### src/rtl/register_transfer_controller_if.sv
// Command/response handshake and register-file bus bundle for register_transfer_controller.
// master = the controller, slave = control unit plus register file.
interface register_transfer_controller_if #(
  parameter int DATA_WIDTH = 8,
  parameter int SEL_WIDTH  = 2
);
  logic                  cmd_valid;
  logic                  cmd_ready;
  logic [1:0]            cmd_op;
  logic [SEL_WIDTH-1:0]  cmd_src;
  logic [SEL_WIDTH-1:0]  cmd_dst;
  logic [DATA_WIDTH-1:0] cmd_data;
  logic                  rsp_valid;
  logic [DATA_WIDTH-1:0] rsp_data;
  logic                  rsp_err;
  logic                  register_enable;
  logic                  read_write;
  logic [SEL_WIDTH-1:0]  register_select;
  logic [DATA_WIDTH-1:0] bus_wdata;
  logic [DATA_WIDTH-1:0] bus_rdata;

  modport master (
    input  cmd_valid, cmd_op, cmd_src, cmd_dst, cmd_data, bus_rdata,
    output cmd_ready, rsp_valid, rsp_data, rsp_err,
           register_enable, read_write, register_select, bus_wdata
  );

  modport slave (
    output cmd_valid, cmd_op, cmd_src, cmd_dst, cmd_data, bus_rdata,
    input  cmd_ready, rsp_valid, rsp_data, rsp_err,
           register_enable, read_write, register_select, bus_wdata
  );
endinterface

### src/rtl/register_transfer_controller.sv
// Register-file bus initiator: runs READ/WRITE/MOVE (and SWAP when RTC_SWAP_EN is defined)
// as strobe sequences on the 4-register file and returns one response pulse per command.
module register_transfer_controller #(
  parameter int DATA_WIDTH   = 8,
  parameter int SEL_WIDTH    = 2,
  parameter int READ_LATENCY = 1
) (
  input  logic clk,
  input  logic reset,
  register_transfer_controller_if.master bus
);

  localparam logic [1:0] OP_READ  = 2'b00;
  localparam logic [1:0] OP_WRITE = 2'b01;
  localparam logic [1:0] OP_SWAP  = 2'b11;
  localparam int CNT_W = (READ_LATENCY > 1) ? $clog2(READ_LATENCY) : 1;
  localparam logic [CNT_W-1:0] CNT_LAST = CNT_W'(READ_LATENCY - 1);

`ifdef RTC_SWAP_EN
  typedef enum logic [2:0] {IDLE, RD1, RW1, RD2, RW2, WR1, WR2} state_e;
`else
  typedef enum logic [2:0] {IDLE, RD1, RW1, WR1} state_e;
`endif

  state_e                state_q, state_d;
  logic [CNT_W-1:0]      cnt_q, cnt_d;
  logic [1:0]            op_q, op_d;
  logic [SEL_WIDTH-1:0]  src_q, src_d, dst_q, dst_d;
  logic [DATA_WIDTH-1:0] data_q, data_d, t0_q, t0_d;
`ifdef RTC_SWAP_EN
  logic [DATA_WIDTH-1:0] t1_q, t1_d;
`endif
  logic                  en_q, en_d, rw_q, rw_d;
  logic [SEL_WIDTH-1:0]  sel_q, sel_d;
  logic [DATA_WIDTH-1:0] wdata_q, wdata_d;
  logic                  rvld_q, rvld_d, rerr_q, rerr_d;
  logic [DATA_WIDTH-1:0] rdata_q, rdata_d;
  logic                  accept;

  assign bus.cmd_ready       = (state_q == IDLE) && !reset;
  assign accept              = bus.cmd_valid && bus.cmd_ready;
  assign bus.register_enable = en_q;
  assign bus.read_write      = rw_q;
  assign bus.register_select = sel_q;
  assign bus.bus_wdata       = wdata_q;
  assign bus.rsp_valid       = rvld_q;
  assign bus.rsp_data        = rdata_q;
  assign bus.rsp_err         = rerr_q;

  always_comb begin
    state_d = state_q;
    cnt_d   = cnt_q;
    op_d    = op_q;
    src_d   = src_q;
    dst_d   = dst_q;
    data_d  = data_q;
    t0_d    = t0_q;
`ifdef RTC_SWAP_EN
    t1_d    = t1_q;
`endif
    rvld_d  = 1'b0;
    rdata_d = rdata_q;
    rerr_d  = rerr_q;
    en_d    = 1'b0;
    rw_d    = 1'b1;
    sel_d   = '0;
    wdata_d = '0;

    case (state_q)
      IDLE: if (accept) begin
        op_d   = bus.cmd_op;
        src_d  = bus.cmd_src;
        dst_d  = bus.cmd_dst;
        data_d = bus.cmd_data;
        case (bus.cmd_op)
          OP_WRITE: state_d = WR1;
`ifdef RTC_SWAP_EN
          OP_SWAP:  state_d = RD1;
`else
          OP_SWAP: begin
            rvld_d  = 1'b1;
            rerr_d  = 1'b1;
            rdata_d = '0;
          end
`endif
          default:  state_d = RD1;
        endcase
      end
      RD1: begin
        state_d = RW1;
        cnt_d   = '0;
      end
      RW1: if (cnt_q == CNT_LAST) begin
        t0_d = bus.bus_rdata;
        if (op_q == OP_READ) begin
          state_d = IDLE;
          rvld_d  = 1'b1;
          rerr_d  = 1'b0;
          rdata_d = bus.bus_rdata;
        end
`ifdef RTC_SWAP_EN
        else if (op_q == OP_SWAP) state_d = RD2;
`endif
        else state_d = WR1;
      end else begin
        cnt_d = cnt_q + 1'b1;
      end
`ifdef RTC_SWAP_EN
      RD2: begin
        state_d = RW2;
        cnt_d   = '0;
      end
      RW2: if (cnt_q == CNT_LAST) begin
        t1_d    = bus.bus_rdata;
        state_d = WR1;
      end else begin
        cnt_d = cnt_q + 1'b1;
      end
      WR2: begin
        state_d = IDLE;
        rvld_d  = 1'b1;
        rerr_d  = 1'b0;
        rdata_d = t0_q;
      end
`endif
      WR1: begin
`ifdef RTC_SWAP_EN
        if (op_q == OP_SWAP) state_d = WR2;
        else
`endif
        begin
          state_d = IDLE;
          rvld_d  = 1'b1;
          rerr_d  = 1'b0;
          rdata_d = (op_q == OP_WRITE) ? data_q : t0_q;
        end
      end
      default: state_d = IDLE;
    endcase

    // Bus strobes are registered, so they are decoded from the state being entered.
    case (state_d)
      RD1: begin
        en_d  = 1'b1;
        sel_d = src_d;
      end
      WR1: begin
        en_d    = 1'b1;
        rw_d    = 1'b0;
        sel_d   = dst_d;
        wdata_d = (op_d == OP_WRITE) ? data_d : t0_d;
      end
`ifdef RTC_SWAP_EN
      RD2: begin
        en_d  = 1'b1;
        sel_d = dst_d;
      end
      WR2: begin
        en_d    = 1'b1;
        rw_d    = 1'b0;
        sel_d   = src_d;
        wdata_d = t1_d;
      end
`endif
      default: ;
    endcase
  end

  always_ff @(posedge clk) begin
    if (reset) begin
      state_q <= IDLE;
      cnt_q   <= '0;
      op_q    <= '0;
      src_q   <= '0;
      dst_q   <= '0;
      data_q  <= '0;
      t0_q    <= '0;
`ifdef RTC_SWAP_EN
      t1_q    <= '0;
`endif
      en_q    <= 1'b0;
      rw_q    <= 1'b1;
      sel_q   <= '0;
      wdata_q <= '0;
      rvld_q  <= 1'b0;
      rdata_q <= '0;
      rerr_q  <= 1'b0;
    end else begin
      state_q <= state_d;
      cnt_q   <= cnt_d;
      op_q    <= op_d;
      src_q   <= src_d;
      dst_q   <= dst_d;
      data_q  <= data_d;
      t0_q    <= t0_d;
`ifdef RTC_SWAP_EN
      t1_q    <= t1_d;
`endif
      en_q    <= en_d;
      rw_q    <= rw_d;
      sel_q   <= sel_d;
      wdata_q <= wdata_d;
      rvld_q  <= rvld_d;
      rdata_q <= rdata_d;
      rerr_q  <= rerr_d;
    end
  end

endmodule

### src/flat_wrapper.sv
// flat-port wrapper written by rule: the top's interface ports become plain ports
module register_transfer_controller_flat 
#(
  parameter int DATA_WIDTH   = 8,
  parameter int SEL_WIDTH    = 2,
  parameter int READ_LATENCY = 1
)
  (clk, reset, bus_cmd_valid, bus_cmd_op, bus_cmd_src, bus_cmd_dst, bus_cmd_data, bus_bus_rdata, bus_cmd_ready, bus_rsp_valid, bus_rsp_data, bus_rsp_err, bus_register_enable, bus_read_write, bus_register_select, bus_bus_wdata);
  register_transfer_controller_if #(.DATA_WIDTH(DATA_WIDTH), .SEL_WIDTH(SEL_WIDTH)) bus_i ();
  input  logic clk;
  input  logic reset;
  input wire logic [$bits(bus_i.cmd_valid)-1:0] bus_cmd_valid;
  input wire logic [$bits(bus_i.cmd_op)-1:0] bus_cmd_op;
  input wire logic [$bits(bus_i.cmd_src)-1:0] bus_cmd_src;
  input wire logic [$bits(bus_i.cmd_dst)-1:0] bus_cmd_dst;
  input wire logic [$bits(bus_i.cmd_data)-1:0] bus_cmd_data;
  input wire logic [$bits(bus_i.bus_rdata)-1:0] bus_bus_rdata;
  output wire logic [$bits(bus_i.cmd_ready)-1:0] bus_cmd_ready;
  output wire logic [$bits(bus_i.rsp_valid)-1:0] bus_rsp_valid;
  output wire logic [$bits(bus_i.rsp_data)-1:0] bus_rsp_data;
  output wire logic [$bits(bus_i.rsp_err)-1:0] bus_rsp_err;
  output wire logic [$bits(bus_i.register_enable)-1:0] bus_register_enable;
  output wire logic [$bits(bus_i.read_write)-1:0] bus_read_write;
  output wire logic [$bits(bus_i.register_select)-1:0] bus_register_select;
  output wire logic [$bits(bus_i.bus_wdata)-1:0] bus_bus_wdata;
  assign bus_i.cmd_valid = bus_cmd_valid;
  assign bus_i.cmd_op = bus_cmd_op;
  assign bus_i.cmd_src = bus_cmd_src;
  assign bus_i.cmd_dst = bus_cmd_dst;
  assign bus_i.cmd_data = bus_cmd_data;
  assign bus_i.bus_rdata = bus_bus_rdata;
  assign bus_cmd_ready = bus_i.cmd_ready;
  assign bus_rsp_valid = bus_i.rsp_valid;
  assign bus_rsp_data = bus_i.rsp_data;
  assign bus_rsp_err = bus_i.rsp_err;
  assign bus_register_enable = bus_i.register_enable;
  assign bus_read_write = bus_i.read_write;
  assign bus_register_select = bus_i.register_select;
  assign bus_bus_wdata = bus_i.bus_wdata;
  register_transfer_controller #(.DATA_WIDTH(DATA_WIDTH), .SEL_WIDTH(SEL_WIDTH), .READ_LATENCY(READ_LATENCY)) u_core (.clk(clk), .reset(reset), .bus(bus_i));
endmodule
### config.mk
export PLATFORM = sky130hd
export DESIGN_NAME = register_transfer_controller_flat
export DESIGN_NICKNAME = d
export VERILOG_FILES = /design/src/rtl/register_transfer_controller_if.sv /design/src/rtl/register_transfer_controller.sv /design/src/flat_wrapper.sv
export SDC_FILE = /design/constraint.sdc
export NUM_CORES = 1
export LEC_CHECK = 0
export BUFFER_PORTS_ARGS = -buffer_cell sky130_fd_sc_hd__buf_2
export CELL_PAD_IN_SITES_DETAIL_PLACEMENT = 0
export CELL_PAD_IN_SITES_GLOBAL_PLACEMENT = 1
export CORE_UTILIZATION = 42
export DETAILED_ROUTE_END_ITERATION = 6
export PLACE_DENSITY = 0.91
export SYNTH_ARGS = -nofsm -noshare
export SYNTH_HDL_FRONTEND = slang
export SYNTH_SLANG_ARGS = --single-unit
### constraint.sdc
create_clock -name clk -period 3.9 [get_ports clk]
set_input_delay 0.975 -clock clk [delete_from_list [all_inputs] [get_ports clk]]
set_output_delay 0.975 -clock clk [all_outputs]
set_load 0.01 [all_outputs]
==> results.json <==
{
  "reg2reg_to": "u_core.bus.bus_wdata[3]",
  "ys_ff_latch": 45,
  "finalSetupTns_ns": 0,
  "critical_path_arrival_ns": 1.89,
  "worstHoldStart": "u_core.bus.rsp_err",
  "crit_fanout": 6,
  "cp-startpoint": "reset",
  "yosys.area.top_type": "dfxtp_1",
  "yosys_warnings": 0,
  "post-cts-setup-buffers": 0,
  "finalCriticalPeriod_ns": 2.866,
  "multi_input_area_um2": 903.4,
  "fin_nets": 254,
  "grt_pass1_vias": 1473,
  "fp.dieH_um": 69.18,
  "grtUsageTotal_pct": 18.14,
  "cts_inserted_buffers": 5,
  "clk_latency_ns": 0.30,
  "critPathRequiredTime_ns": 2.92,
  "postRouteAntennaNets": 0,
  "dr.pass1.iters": 4,
  "r2r_start": "u_core.state_q[0]",
  "highest_layer": "met4",
  "async_reset_ff_share_pct": 0,
  "wire_per_inst_um": 14.78,
  "wl_met1_mm": 1.866,
  "drtIter0Drc": 70,
  "power_mw": 0.9079,
  "syn_area_per_cell_um2": 10.25,
  "wl_met2_mm": 2.058,
  "drc": 0,
  "max_stage_delay_ns": 0.57,
  "max-slew-margin-rel_pct": 63.49,
  "die-area_um2": 4786,
  "syn_area_um2": 1896,
  "routed-wl-met3_um": 197,
  "cts_htree_levels": 2,
  "worstMarginPinSlew_ns": 0.5458,
  "cp-start-kind": "input port",
  "ff_latch_area_um2": 900.9,
  "setup.worst_path.end": "bus_cmd_ready",
  "initial_utilization_pct": 43.53,
  "io_buffers": 47,
  "synthCells": 185,
  "cts.clk_slew.worst_paths_ns": 0.08,
  "post-route-period-util_pct": 73.48,
  "grt_max_degree": 36,
  "crit_chain": "buf_2, or4_4, inv_6, buf_2",
  "synth_ff_type": "dfxtp_1",
  "grt_pass1_wl_mm": 6.748,
  "crit_top_cell": "buf_2",
  "ir_worst_vdd_mv": 0.2088,
  "drive_gt1_share_pct": 32.17,
  "cp-end-kind": "output port",
  "min_path_type": "flop to flop",
  "clock-sinks": 45,
  "setup_viol": 0,
  "cts_resized": 0,
  "final_common_cell": "buf_2",
  "finalWirelength_mm": 4.167,
  "ioPinCount": 48,
  "yosysTopAreaCellShare_pct": 47.52,
  "rrSetupSlack_ns": 1.89,
  "report.final.slew_viol_count": 0,
  "cp.depth": 4,
  "powerDensity_nw_per_um2": 401.8,
  "r2r_cells": 4,
  "synth_area_leaders": "dfxtp_1 (48%), mux2i_1 (9.5%), a211oi_1 (6.3%)",
  "finalHoldViolCount": 0,
  "core_um2": 4354,
  "die_w_um": 69.18,
  "rsz0062_at_grt": "no",
  "grt_remaining_overflow": 0,
  "core.rowCount": 24,
  "outcome": "finished, final reports clean",
  "cts_tree": "done",
  "crit_family": "simple AND/OR/NAND/NOR gates",
  "synth_cell_types": 36,
  "cts_max_path_buffers": 2,
  "most-common-layout-cells": "buf_2 (47), dfxtp_1 (45), nor2_1 (20), mux2i_1 (18), a211oi_1 (16)",
  "antenna_found_initial": 0,
  "postCtsHoldBufs": 0,
  "path_buf_inv": 3,
  "nFillCells": 418,
  "synth_fp_nets": 210,
  "gp_congestion": 0.7710,
  "synth_edf_count": 0,
  "area_growth_pct": 19.21,
  "viasPerCell": 5.387,
  "dp_hpwl_mm": 2.934,
  "fin_skew_ns": 0.01122,
  "slowest_stage": "or4_4",
  "max_freq_mhz": 349.0,
  "p_leak_nw": 0.9621,
  "critPathKind": "input port to output port",
  "num_antenna_cells": 0,
  "ys_seq_area_share_pct": 47.52,
  "cts-root-buf": "clkbuf_8",
  "cap_violations": 0,
  "via_count": 1519
}
where the power goes:
group	internal, mW	total, mW	switching (mW)
clock	0.208	0.363	0.155
combinational	0.0292	0.0702	0.0409
sequential	0.468	0.474	0.00619
flip-flops by register name (all words and copies together) (netlist names), 2 cells and up:
| signal | flops |
|---|---|
| u_core.bus.bus_wdata | 8 |
| u_core.bus.register_select | 2 |
| u_core.bus.rsp_data | 8 |
| u_core.data_q | 8 |
| u_core.dst_q | 2 |
| u_core.op_q | 2 |
| u_core.state_q | 3 |
| u_core.t0_q | 8 |
worst reg2reg max path: stages, from the launching register on:
cell	delay [ns]
dfxtp_1	0.42
or4_4	0.58
o21ai_2	0.33
nand2_1	0.29
a211oi_1	0.31
per-stage QoR:
step	worst slack (ns)	hold slack (ns)	utilization, %	instances	cell area [µm²]
2_1_floorplan	1.285	0.4604	-	185	1896
3_3_place_gp	1.043	0.4861	49.14	274	2140
3_5_place_dp	1.033	0.4987	49.14	274	2140
4_1_cts	1.034	0.5100	51.90	282	2260
5_1_grt	1.015	0.5385	51.90	282	2260
6_report	1.034	0.5051	51.90	282	2260
cells in the mapped netlist, types with 2 or more instances:
cell type,instances
a22oi_1,10
mux2i_1,18
inv_2,2
and3_1,9
nor3b_1,3
dfxtp_1,45
clkbuf_1,5
buf_6,3
buf_4,2
a211oi_1,16
nor2_1,20
nand3_1,3
nand2_1,3
mux2_2,8
o21ai_0,2
a311oi_1,2
nor2b_1,3
a21oi_1,12
o21a_1,2
how the worst min path moves through the flow:
stage | end | depth (start not counted)
final | u_core.bus.rsp_err | 2
after CTS | u_core.bus.rsp_err | 2
after floorplan | u_core.state_q[1] | 1
after detailed placement | u_core.t0_q[7] | 2
after global routing | u_core.bus.rsp_err | 2
after global placement | u_core.t0_q[4] | 2
logic make-up (layout without fill, tap and decap cells):
group / count (synthesis) / in the layout / synth area share [%]
AOI/OAI and AO/OA: 50 / 50 / 19.87
and+or+nand+nor: 47 / 47 / 13.07
DFF: 45 / 45 / 47.52
muxes: 26 / 26 / 14.26
buffers and inverters: 16 / 61 / 5.082
other: 1 / 1 / 0.1978
layout make-up:
type | count | area share (%)
inverters | 4 | 0.8859
repair buffers | 49 | 11.07
clock inverters | 2 | 1.661
clock buffers | 6 | 3.654
flip-flops and latches | 45 | 39.87
well taps | 52 | 2.879
multi-input cells | 124 | 39.98
routing by layer:
metal	up-vias	GRT usage (%)
li1	764	-
met1	713	22.05
met2	38	30.74
met3	4	4.651
met4	0	6.803
met5	-	0
Power figures use the tool's default switching activity.
